[src/rtl/ring_arbiter_pkg.sv]
// Shared types and one-hot helpers for ring_arbiter and rr_pick.
// Helpers operate on MAX_N-bit vectors; callers size-cast to their own N.
package ring_arbiter_pkg;

   localparam int unsigned MAX_N = 32;
   localparam int unsigned MAX_W = 5;

   typedef enum logic {
      ARB_IDLE,
      ARB_HOLD
   } arb_state_t;

   // Rotate a one-hot vector left by one within its low n bits.
   function automatic logic [MAX_N-1:0] oh_rotl(input logic [MAX_N-1:0] v, input int unsigned n);
      logic [MAX_N-1:0] r;
      r = '0;
      for (int unsigned i = 0; i < MAX_N; i++) begin
         if (i < n && v[i]) begin
            if (i + 1 == n) r[0] = 1'b1;
            else            r[i+1] = 1'b1;
         end
      end
      return r;
   endfunction

   function automatic logic [MAX_W-1:0] oh2bin(input logic [MAX_N-1:0] v);
      logic [MAX_W-1:0] b;
      b = '0;
      for (int unsigned i = 0; i < MAX_N; i++) begin
         if (v[i]) b = b | MAX_W'(i);
      end
      return b;
   endfunction

endpackage

[src/rtl/ring_arbiter_pick.sv]
// rr_pick: combinational wrapped priority search starting at a one-hot base.
module rr_pick
   import ring_arbiter_pkg::*;
#(
   parameter int N = 4
) (
   input  logic [N-1:0] req,
   input  logic [N-1:0] base,
   output logic [N-1:0] win
);

   localparam int W = (N > 1) ? $clog2(N) : 1;

   logic [MAX_W-1:0] base_idx;
   logic [W-1:0]     sel;
   logic             found;

   assign base_idx = oh2bin(MAX_N'(base));

   always_comb begin
      int unsigned idx;
      win   = '0;
      found = 1'b0;
      sel   = '0;
      for (int unsigned k = 0; k < N; k++) begin
         idx = 32'(base_idx) + k;
         if (idx >= N) idx = idx - N;
         sel = W'(idx);
         if (!found && req[sel]) begin
            win[sel] = 1'b1;
            found    = 1'b1;
         end
      end
   end

endmodule

[src/rtl/ring_arbiter.sv]
// Round-robin arbiter with registered, held grant and rotating one-hot pointer.
// Optional hold watchdog enabled by defining RING_ARBITER_TIMEOUT_EN.
module ring_arbiter
   import ring_arbiter_pkg::*;
#(
   parameter int N        = 4,
   parameter int MAX_HOLD = 16
) (
   input  logic                 clk,
   input  logic                 rst,
   input  logic [N-1:0]         req,
   input  logic                 done,
   output logic [N-1:0]         grant,
   output logic [$clog2(N)-1:0] gnt_id,
   output logic                 busy,
   output logic                 tout
);

   localparam int W = $clog2(N);

   generate
      if (N < 2 || N > MAX_N || MAX_HOLD < 1) begin : g_bad_cfg
         $error("ring_arbiter: unsupported N or MAX_HOLD");
      end
   endgenerate

   arb_state_t   state;
   logic [N-1:0] ptr;
   logic [N-1:0] base;
   logic [N-1:0] win;
   logic [N-1:0] win_ptr;
   logic [W-1:0] win_id;
   logic         expire;

   // On release the search restarts just past the current owner, not at ptr.
   assign base    = (state == ARB_HOLD) ? N'(oh_rotl(MAX_N'(grant), N)) : ptr;
   assign win_id  = W'(oh2bin(MAX_N'(win)));
   assign win_ptr = N'(oh_rotl(MAX_N'(win), N));

   rr_pick #(.N(N)) u_pick (
      .req  (req),
      .base (base),
      .win  (win)
   );

`ifdef RING_ARBITER_TIMEOUT_EN
   localparam int CW = $clog2(MAX_HOLD + 1);
   logic [CW-1:0] hold_cnt;
   logic          tout_r;
   assign expire = (hold_cnt == CW'(MAX_HOLD - 1));
   assign tout   = tout_r;
`else
   assign expire = 1'b0;
   assign tout   = 1'b0;
`endif

   always_ff @(posedge clk or posedge rst) begin
      if (rst) begin
         state  <= ARB_IDLE;
         grant  <= '0;
         gnt_id <= '0;
         busy   <= 1'b0;
         ptr    <= N'(1);
`ifdef RING_ARBITER_TIMEOUT_EN
         hold_cnt <= '0;
         tout_r   <= 1'b0;
`endif
      end else begin
`ifdef RING_ARBITER_TIMEOUT_EN
         tout_r <= 1'b0;
`endif
         case (state)
            ARB_IDLE: begin
               if (|req) begin
                  state  <= ARB_HOLD;
                  grant  <= win;
                  gnt_id <= win_id;
                  busy   <= 1'b1;
                  ptr    <= win_ptr;
`ifdef RING_ARBITER_TIMEOUT_EN
                  hold_cnt <= '0;
`endif
               end
            end
            ARB_HOLD: begin
               if (done || expire) begin
`ifdef RING_ARBITER_TIMEOUT_EN
                  tout_r <= ~done;
`endif
                  if (|req) begin
                     grant  <= win;
                     gnt_id <= win_id;
                     ptr    <= win_ptr;
`ifdef RING_ARBITER_TIMEOUT_EN
                     hold_cnt <= '0;
`endif
                  end else begin
                     state  <= ARB_IDLE;
                     grant  <= '0;
                     gnt_id <= '0;
                     busy   <= 1'b0;
                  end
               end else begin
`ifdef RING_ARBITER_TIMEOUT_EN
                  hold_cnt <= hold_cnt + CW'(1);
`endif
               end
            end
         endcase
      end
   end

endmodule

[config.mk]
export PLATFORM = sky130hd
export DESIGN_NAME = ring_arbiter
export DESIGN_NICKNAME = d
export VERILOG_FILES = /design/src/rtl/ring_arbiter_pkg.sv /design/src/rtl/ring_arbiter_pick.sv /design/src/rtl/ring_arbiter.sv
export SDC_FILE = /design/constraint.sdc
export NUM_CORES = 1
export LEC_CHECK = 0
export CAP_MARGIN = 20
export CORE_MARGIN = 8
export CORE_UTILIZATION = 58
export CTS_BUF_LIST = sky130_fd_sc_hd__clkbuf_16
export CTS_CLUSTER_DIAMETER = 50
export DETAILED_ROUTE_END_ITERATION = 8
export GPL_TIMING_DRIVEN = 0
export PLACE_DENSITY = 0.94
export SLEW_MARGIN = 20
export SYNTH_ARGS = -nofsm -noshare
export SYNTH_HDL_FRONTEND = slang
export SYNTH_SLANG_ARGS = --single-unit
[constraint.sdc]
create_clock -name clk -period 6.43 [get_ports clk]
set_clock_uncertainty 0.1 [all_clocks]
set_input_delay 1.929 -clock clk [delete_from_list [all_inputs] [get_ports clk]]
set_output_delay 1.929 -clock clk [all_outputs]
set_load 0.05 [all_outputs]
==> flow_summary.ini <==
[outcome]
outcome = finished clean

[critical_path]
crit_arrival_ns = 4.29
r2r_slack_ns = 3.12
crit_path_max_incr_delay_ns = 0.52
cp-end-kind = flop
r2r-end = grant[1]
cp_max_fo = 7
cpLargestDelayFamily = compound AO/OA/AOI/OAI gates
reg2reg_depth = 10
cp.buffers_inverters = 1
worstPathCellList = clkdlybuf4s50_1, or3_1, o21a_1, a21oi_1, mux2i_2, nand2_1, a311o_1
worst-setup-path-type = in2reg
worst-path-stages = 7
r2r-start = grant[2]
critPathRequiredTime_ns = 6.46
cp_slowest_cell = clkdlybuf4s50_1
start_kind = primary input

[floorplan]
core_um2 = 1730
die_height_um = 58.8
initial_core_util = 0.614
rows = 15
die_area_um2 = 3450
io_pins = 15
fp.dieW_um = 58.8

[clock_network]
clk_latency_ns = 0.24
clk_pin_slew_ns = 0.04
cts_tree = yes
cts_root_buffer = clkbuf_16
ctsResizeCount = 0
holdBufCountCts = 0
cts-buffers-inserted = 3
clockBufferDepth = 2
h-tree-depth = 1
clkSinkCount = 11
post-cts-setup-buffer-count = 0

[logic_synthesis]
synth_largest_area_cell = dfrtp_1
synth_mux_area_frac = 0.0790
synth_fp_nets = 143
synth_ff_type = dfrtp_1
avgSynthCellArea_um2 = 8.04
synth_top_family_by_area = simple AND/OR/NAND/NOR gates
yosys_warnings = 0
synthXorXnorAreaFrac = 0
synth_edf_count = 0
synth_top_area_share = 0.259
synthTopCellsByCount = nand2_1, nor2_1, dfrtp_1
netlist_area_um2 = 1060
yosysUniqueCellTypes = 52
synth_simple_gate_area_frac = 0.289
synth-compound-area-share = 0.265
yosysSeqAreaShare = 0.259
ys_seq_elements = 11
synthAdderAreaFrac = 0.0472
yosys.cell_count.top_type = nand2_1
synthArstFlopShare = 1.00
synthTopCellsByArea = dfrtp_1, nand2_1, nor2_1, ha_1, nand3_1
netlist_instances = 132

[pwr]
power_w = 0.000675
cellLeakagePower_nw = 0.566
ir_worst_vdd_mv = 0.319
p_per_area_nw_per_um2 = 519

[hold_path]
hold_path_startpoint = gnt_id[0]
hold_depth = 1
holdPathEnd = gnt_id[0]
holdCritPathClass = reg2reg

[sta]
rsz0062_at_grt = false
fin_setup_tns_ns = 0
setup_slack_ns = 2.17
worstMarginPinSlew_ns = 0.865
min_period_over_period = 0.663
clock.fmax_mhz = 235
setup_violations = 0
slew_violations = 0
hold_viol = 0
whs_ns = 0.389
max-slew-margin-rel = 0.418
fin_crit_ns = 4.26

[cells_and_area]
utilization = 0.754
nFillCells = 132
final_nets = 161
layout-drive-gt1-share = 0.114
n_antenna_cell = 0
areaGrowthSynthToFinish_pct = 22.8

[detailed_routing]
drtPass1Iterations = 4
drtAntennaViolNets = 0
drc = 0
viasPerCell = 6.37
vias = 1109
drt_first_iter_violations = 47
wl_per_cell_um = 17.4
postRouteWirelength_mm = 3.04

[grt]
grt_max_degree = 12
grt_use_total = 0.177
grt_pass1_vias = 1067
antenna_found_initial = 0
grt_overflow = 0
grt_pass1_wl_mm = 4.87

[placement]
hpwlAfterDp_mm = 2.20
place_ws_ns = 2.05
numPortBuffers = 13
gp_congestion = 0.908

[run]
cap_violations = 0
worst max-delay path by stage:
stage	to	startpoint	slack [ns]
3_5_place_dp	grant[1]	req[2]	2.05
4_1_cts	grant[1]	req[2]	2.21
2_1_floorplan	grant[1]	req[2]	2.78
5_1_grt	grant[1]	req[2]	2.10
6_report	grant[1]	req[2]	2.17
3_3_place_gp	grant[1]	req[2]	2.09
cell families after synthesis:
group / count (synthesis)
AND/OR/NAND/NOR: 59
buffers and inverters: 12
other: 1
multiplexers: 6
flip-flops: 11
AO/OA/AOI/OAI: 39
adder cells (fa/ha/maj): 4
layout make-up:
type | instances | area, um2 | area share
multi-input cells | 109 | 726 | 0.557
flip-flops and latches | 11 | 275 | 0.211
repair buffers | 13 | 130 | 0.0999
clock buffers | 3 | 75.1 | 0.0576
inverters | 8 | 32.5 | 0.0250
well taps | 25 | 31.3 | 0.0240
plain buffers | 4 | 27.5 | 0.0211
clock inverters | 1 | 5.00 | 0.00384
cells in the final DEF, fill, tap and decap left out, drive strengths merged, types with 4 or more instances in the layout:
cell type	netlist	layout
dfrtp	11	11
a31oi	4	4
clkbuf	1	4
nor2	14	14
o21ai	7	7
clkdlybuf4s50	0	13
a21oi	6	6
nand3	7	7
nand2	17	17
ha	4	4
inv	8	8
state kept, by name (all words and copies together), names as in the netlist:
name and count:
state 1, grant 4, busy 1, ptr 3, gnt_id 2
through the flow:
stage | area, um2 | std cells
2_1_floorplan | 1060 | 132
3_3_place_gp | 1220 | 170
6_report | 1300 | 174
4_1_cts | 1300 | 174
3_5_place_dp | 1220 | 170
5_1_grt | 1300 | 174
where the power goes:
group | leakage (nW) | internal (W) | switching, W
logic | 0.389 | 0.000170 | 0.000263
registers | 0.136 | 0.0000952 | 0.0000295
clock network | 0.0409 | 0.0000827 | 0.0000350
routing by layer:
| metal | GRT usage | share of wire | vias up |
|---|---|---|---|
| met3 | 0.0413 | 0.070 | 8 |
| met5 | 0 | 0 | - |
| met4 | 0.0648 | 0.024 | 0 |
| li1 | - | - | 523 |
| met1 | 0.199 | 0.41 | 521 |
| met2 | 0.315 | 0.50 | 57 |
Power figures use the tool's default switching activity.
